File: config.mk
export PLATFORM = sky130hd
export DESIGN_NAME = ifetch_queue
export DESIGN_NICKNAME = d
export VERILOG_FILES = /design/src/rtl/ifetch_queue.sv
export SDC_FILE = /design/constraint.sdc
export NUM_CORES = 1
export LEC_CHECK = 0
export ABC_AREA = 1
export BUFFER_PORTS_ARGS = -buffer_cell sky130_fd_sc_hd__buf_2
export CAP_MARGIN = 20
export CORE_AREA = 8 8 200 202
export DETAILED_ROUTE_END_ITERATION = 16
export DIE_AREA = 0 0 208 210
export GPL_ROUTABILITY_DRIVEN = 0
export PLACE_DENSITY = 0.7
export SYNTH_ARGS = -nofsm -noshare
export SYNTH_HDL_FRONTEND = slang
export SYNTH_SLANG_ARGS = --single-unit
File: constraint.sdc
create_clock -name clk -period 5.5 [get_ports clk]
set_input_delay 0.275 -clock clk [delete_from_list [all_inputs] [get_ports clk]]
set_output_delay 0.275 -clock clk [all_outputs]
set_load 0.02 [all_outputs]
File: src/rtl/ifetch_queue.sv
// Instruction prefetch queue: credit-limited fetch into a DEPTH-entry FIFO with redirect/drain handling.
// Define IFETCH_MISALIGN_CHK_EN to add the fetch_fault output for misaligned redirect targets.

module ifetch_queue #(
  parameter int          DEPTH    = 4,
  parameter logic [31:0] RESET_PC = 32'h0000_0000
) (
  input  logic        clk,
  input  logic        reset,
  input  logic        redirect_valid,
  input  logic [31:0] redirect_pc,
  output logic        imem_req,
  output logic [31:0] imem_addr,
  input  logic        imem_gnt,
  input  logic        imem_rvalid,
  input  logic [31:0] imem_rdata,
  output logic        out_valid,
  input  logic        out_ready,
  output logic [31:0] out_pc,
  output logic [31:0] out_instr
`ifdef IFETCH_MISALIGN_CHK_EN
  ,
  output logic        fetch_fault
`endif
);

  localparam int PW = (DEPTH > 1) ? $clog2(DEPTH) : 1;
  localparam int CW = PW + 1;
  localparam logic [CW:0] DepthLim = (CW+1)'(DEPTH);

  typedef enum logic {FETCH = 1'b0, DRAIN = 1'b1} state_e;

  state_e          state_q, state_d;
  logic [31:0]     pc_q, pc_d;
  logic [31:0]     respPc_q, respPc_d;
  logic            req_q, req_d;
  logic [31:0]     addr_q;
  logic [CW-1:0]   outCnt_q, outCnt_d;
  logic [CW-1:0]   staleCnt_q, staleCnt_d;
  logic [CW-1:0]   fifoCnt_q, fifoCnt_d;
  logic [PW-1:0]   wrPtr_q, rdPtr_q;
  logic [31:0]     memPc_q    [DEPTH];
  logic [31:0]     memInstr_q [DEPTH];
  logic [CW:0]     reqSum;
  logic            grant, push, pop, outValidInt;
  logic [31:0]     redirectTgt;
  logic            fault_d, faultActive;

`ifdef IFETCH_MISALIGN_CHK_EN
  logic fault_q;

  assign redirectTgt = redirect_pc;

  always_comb begin
    fault_d = fault_q;
    if (redirect_valid) fault_d = (redirect_pc[1:0] != 2'b00);
  end

  always_ff @(posedge clk) begin
    if (reset) fault_q <= 1'b0;
    else       fault_q <= fault_d;
  end

  assign faultActive = fault_q;
  assign fetch_fault = fault_q;
`else
  logic unusedRedirectLsb;

  assign redirectTgt       = {redirect_pc[31:2], 2'b00};
  assign unusedRedirectLsb = ^redirect_pc[1:0];
  assign fault_d           = 1'b0;
  assign faultActive       = 1'b0;
`endif

  assign outValidInt = (fifoCnt_q != '0) && !faultActive;
  assign out_valid   = outValidInt;
  assign out_pc      = outValidInt ? memPc_q[rdPtr_q]    : '0;
  assign out_instr   = outValidInt ? memInstr_q[rdPtr_q] : '0;
  assign imem_req    = req_q;
  assign imem_addr   = addr_q;

  // A redirect turns every granted-but-unreturned request stale; responses arrive in order,
  // so stale ones always precede the first response to the new target.
  always_comb begin
    grant    = req_q & imem_gnt;
    push     = imem_rvalid && !redirect_valid && (staleCnt_q == '0);
    pop      = outValidInt && out_ready && !redirect_valid;
    outCnt_d = outCnt_q + CW'(grant) - CW'(imem_rvalid);
    if (redirect_valid)                          staleCnt_d = outCnt_d;
    else if (imem_rvalid && staleCnt_q != '0)    staleCnt_d = staleCnt_q - CW'(1);
    else                                         staleCnt_d = staleCnt_q;
    fifoCnt_d = redirect_valid ? '0 : fifoCnt_q + CW'(push) - CW'(pop);
    if (redirect_valid) pc_d = redirectTgt;
    else if (grant)     pc_d = pc_q + 32'd4;
    else                pc_d = pc_q;
    if (redirect_valid) respPc_d = redirectTgt;
    else if (push)      respPc_d = respPc_q + 32'd4;
    else                respPc_d = respPc_q;
  end

  always_ff @(posedge clk) begin
    if (reset) state_q <= FETCH;
    else       state_q <= state_d;
  end

  always_comb begin
    state_d = state_q;
    if (redirect_valid)                              state_d = (staleCnt_d != '0) ? DRAIN : FETCH;
    else if (state_q == DRAIN && staleCnt_d == '0)   state_d = FETCH;
  end

  // Requests are limited by credit: queued entries plus in-flight requests never exceed DEPTH.
  always_comb begin
    reqSum = {1'b0, fifoCnt_d} + {1'b0, outCnt_d};
    req_d  = (state_d == FETCH) && !fault_d && (reqSum < DepthLim);
  end

  always_ff @(posedge clk) begin
    if (reset) begin
      pc_q       <= RESET_PC;
      respPc_q   <= RESET_PC;
      req_q      <= 1'b0;
      addr_q     <= RESET_PC;
      outCnt_q   <= '0;
      staleCnt_q <= '0;
      fifoCnt_q  <= '0;
      wrPtr_q    <= '0;
      rdPtr_q    <= '0;
    end else begin
      pc_q       <= pc_d;
      respPc_q   <= respPc_d;
      req_q      <= req_d;
      addr_q     <= pc_d;
      outCnt_q   <= outCnt_d;
      staleCnt_q <= staleCnt_d;
      fifoCnt_q  <= fifoCnt_d;
      if (redirect_valid) begin
        wrPtr_q <= '0;
        rdPtr_q <= '0;
      end else begin
        if (push) wrPtr_q <= wrPtr_q + PW'(1);
        if (pop)  rdPtr_q <= rdPtr_q + PW'(1);
      end
    end
  end

  always_ff @(posedge clk) begin
    if (!reset && push) begin
      memPc_q[wrPtr_q]    <= respPc_q;
      memInstr_q[wrPtr_q] <= imem_rdata;
    end
  end

endmodule

==> metrics.md <==
| Metric | Value |
|---|---|
| First-pass GRT wire length | `57.67 mm` |
| Share of layout cells above drive strength 1 | `16.30%` |
| Req. time, crit path | `5.95 ns` |
| CTS tree | `yes` |
| GR Layer Usage met1 | `21.87%` |
| Hpwl dp | `23.18 mm` |
| HP Class | `in -> reg` |
| Hold EP | `respPc_q[16]` |
| Reg2reg start | `staleCnt_q[0]` |
| Hold Crit Start | `redirect_pc[16]` |
| H-tree Lvls | `2` |
| Post-Synth XOR/XNOR Area | `1.272%` |
| Minimum clock period | `3.564 ns` |
| Crit-path cells | `inv_1 -> ha_1 -> nand2_1 -> nor2_2 -> inv_4 -> nor2_4 -> inv_2 -> ha_1 -> inv_1 -> ha_1 -> inv_1 -> fa_1 -> and3_1 -> nor3_1 -> ha_1 -> nor4_1 -> o21ai_0 -> a21oi_1` |
| Asr flop ratio synth | `0%` |
| Max-slew headroom | `35.59%` |
| DR vias/cell | `5.080` |
| Mapped Cells | `1524` |
| Pre-CTS setup slack | `1.941 ns` |
| Post-DRT Antenna Nets | `0` |
| Pwr Density | `331.8 nW/um^2` |
| Util after Layout | `46.27%` |
| Final #Nets | `1787` |
| Pin count of the biggest net entering global routing | `89` |
| Worst slew pin tran | `0.9639 ns` |
| Chip width | `208 um` |
| Arrival time worst endpoint | `4.02 ns` |
| Primary FF master, synth | `edfxtp_1` |
| CP max-delay cell | `fa_1` |
| Cell with the most instances after synthesis | `nor2_1` |
| Final hold viol count | `0` |
| Slowest stage delay, CP | `0.37 ns` |
| Final Setup Violations | `0` |
| Peak VDD IR | `0.1979 mV` |
| Grt ovf | `0` |
| Core area | `36960 um^2` |
| Ys Warns | `0` |
| Total of max-cap violations | `0` |
| Min-Delay Path Depth | `3` |
| Synth Area in Adders | `1.489%` |
| Post-Route Skew | `0.01217 ns` |
| Post-Synth Simple-Gate Area | `19.63%` |
| Boundary pin count | `168` |
| Final Worst Setup Slack | `1.936 ns` |
| #FFs+latches synth | `325` |
| Residual DRC | `0` |
| Post-synthesis compound-gate area fraction | `10.64%` |
| Clock slew at reported path FFs | `0.06 ns` |
| Crit path kind | `reg -> reg` |
| Mux share of post-synthesis cell area | `0%` |
| Worst-Skew Late Latency | `0.52 ns` |
| F_max | `0.2806 GHz` |
| CP endpoint kind | `flip-flop` |
| WL per Instance | `16.52 um` |
| Status | `complete, no violations` |
| Detailed-route via count | `11170` |
| Met2 GRT Util | `26.04%` |
| RSZ-0062 raised after global routing | `false` |
| CP Launch Type | `flip-flop` |
| Worst R2R End | `imem_req` |
| Seq/Total Area, Yosys | `62.17%` |
| Met3 Usage GRT | `3.193%` |
| I/O Buffers | `161` |
| GRT busiest layer | `met2` |
| Clk sink count | `325` |
| Max clock buf depth | `3` |
| Iter 0 DRT Violations | `683` |
| Setup TNS | `0 ns` |
| EDFF count, synth | `248` |
| Synth-to-layout area growth | `18.28%` |
| Synth cell types | `37` |
| Row count | `71` |
| Mean Syn Cell Area | `9.487 um^2` |
| Largest family of logic cells by synthesized area | `simple AND/OR/NAND/NOR gates` |
| Most Frequent Cell on Critical Path | `ha_1` |
| Vias in the first global route | `10900` |
| Tot Pwr | `5.673 mW` |
| Post-Syn Area | `14460 um^2` |
| Cts bufs inserted | `35` |
| # Post-CTS Setup Buffers | `0` |
| Initial antenna violation count | `0` |
| GRT Overall Usage | `16.19%` |
| Initial Util | `39.12%` |
| CP Max Fanout | `14` |
| Router iterations before antenna repair | `5` |
| R2R Setup Slk | `1.94 ns` |
| Post-synth top area share | `51.51%` |
| Leak | `6.512 nW` |
| Drt total wl | `36.31 mm` |
| R2R depth | `18` |
| Root buffer cell | `clkbuf_16` |
| Synth area leader | `edfxtp_1` |
| Slew Viols, Final | `0` |
| Die height | `210 um` |
| Die ar. | `43680 um^2` |
| Synth area leaders | `edfxtp_1 52%, dfxtp_1 11%, nor2_1 8.7%` |
| Period utilization | `64.79%` |
| Antenna diode count | `0` |
| Top post-synthesis cells by count | `334 x nor2_1, 248 x edfxtp_1, 247 x nand2_1, 160 x o21ai_0, 112 x a21oi_1` |
## power breakdown
group	switching, mW	leakage (nW)	internal (mW)
Clock	0.944	0.506	1.23
Sequential	0.0906	2.89	2.75
Combinational	0.443	3.11	0.213
Total	1.48	6.51	4.20
## metal layers
layer,vias up,wire (um),share of wire [%]
li1,5484,-,-
met5,-,0,0
met1,5184,16240,45
met3,58,2712,7.5
met4,0,974,2.7
met2,439,16380,45
## timing repair
action / CTS / global route
hold endpoints to repair: 128 / 0
hold buffers: 32 / 0
gates resized for setup: 0 / 0
## area by class of cell
type	count	area, um^2
inverter	100	377.9
clock inverter	16	136.4
multi-input combinational	1032	4826
tap	474	593.1
fill	3401	19860
clock buffer	44	909.6
timing repair buffer	207	1264
sequential	325	8994
## sequential cells by signal (all words and copies together) (netlist names), named ones only
name,cells
memInstr_q,128
memPc_q,120
imem_addr,30
respPc_q,30
fifoCnt_q,3
outCnt_q,3
staleCnt_q,3
rdPtr_q,2
wrPtr_q,2
imem_req,1
state_q,1
## how the worst max path moves through the flow
stage                  startpoint          endpoint  cells after the start
finish              staleCnt_q[0]          imem_req                     18
CTS                 staleCnt_q[0]          imem_req                     18
global placement    staleCnt_q[0]          imem_req                     18
global route        staleCnt_q[0]          imem_req                     18
floorplan           staleCnt_q[0]  memInstr_q[0][0]                      8
detailed placement  staleCnt_q[0]          imem_req                     18
## critical path: cells and delay by family (launching register included)
| family | cells | cell delay, ns |
|---|---|---|
| buffers and inverters | 5 | 0.42 |
| DFF | 1 | 0.31 |
| and+or+nand+nor | 6 | 1.28 |
| AOI/OAI and AO/OA | 2 | 0.24 |
| adders and majority gates | 5 | 1.23 |
## per-stage QoR
| stage | instances | hold slack (ns) | area (um^2) |
|---|---|---|---|
| after floorplan | 1527 | 0.3739 | 14470 |
| after global placement | 2105 | 0.4504 | 15720 |
| after detailed placement | 2105 | 0.4571 | 15720 |
| after CTS | 2197 | 0.01689 | 17090 |
| after global routing | 2198 | 0.03506 | 17100 |
| final | 2198 | 0.03355 | 17100 |
## layout by cell type, fill, tap and decap left out, drive strengths merged, types with 14 or more instances in the layout
cell         count
buf            175
nand2          253
nand3           55
o21ai          174
xor2            15
clkbuf          44
a21oi          112
dlygate4sd3     32
ha              14
nor2           359
edfxtp         248
dfxtp           77
inv            101
## cell families after synthesis
logic type,Yosys count
xor+xnor,21
fa+ha+maj,16
buf+inv,170
flops,325
compound gates,302
other cells,1
simple gates,689
(Power assumes the default switching activity.)
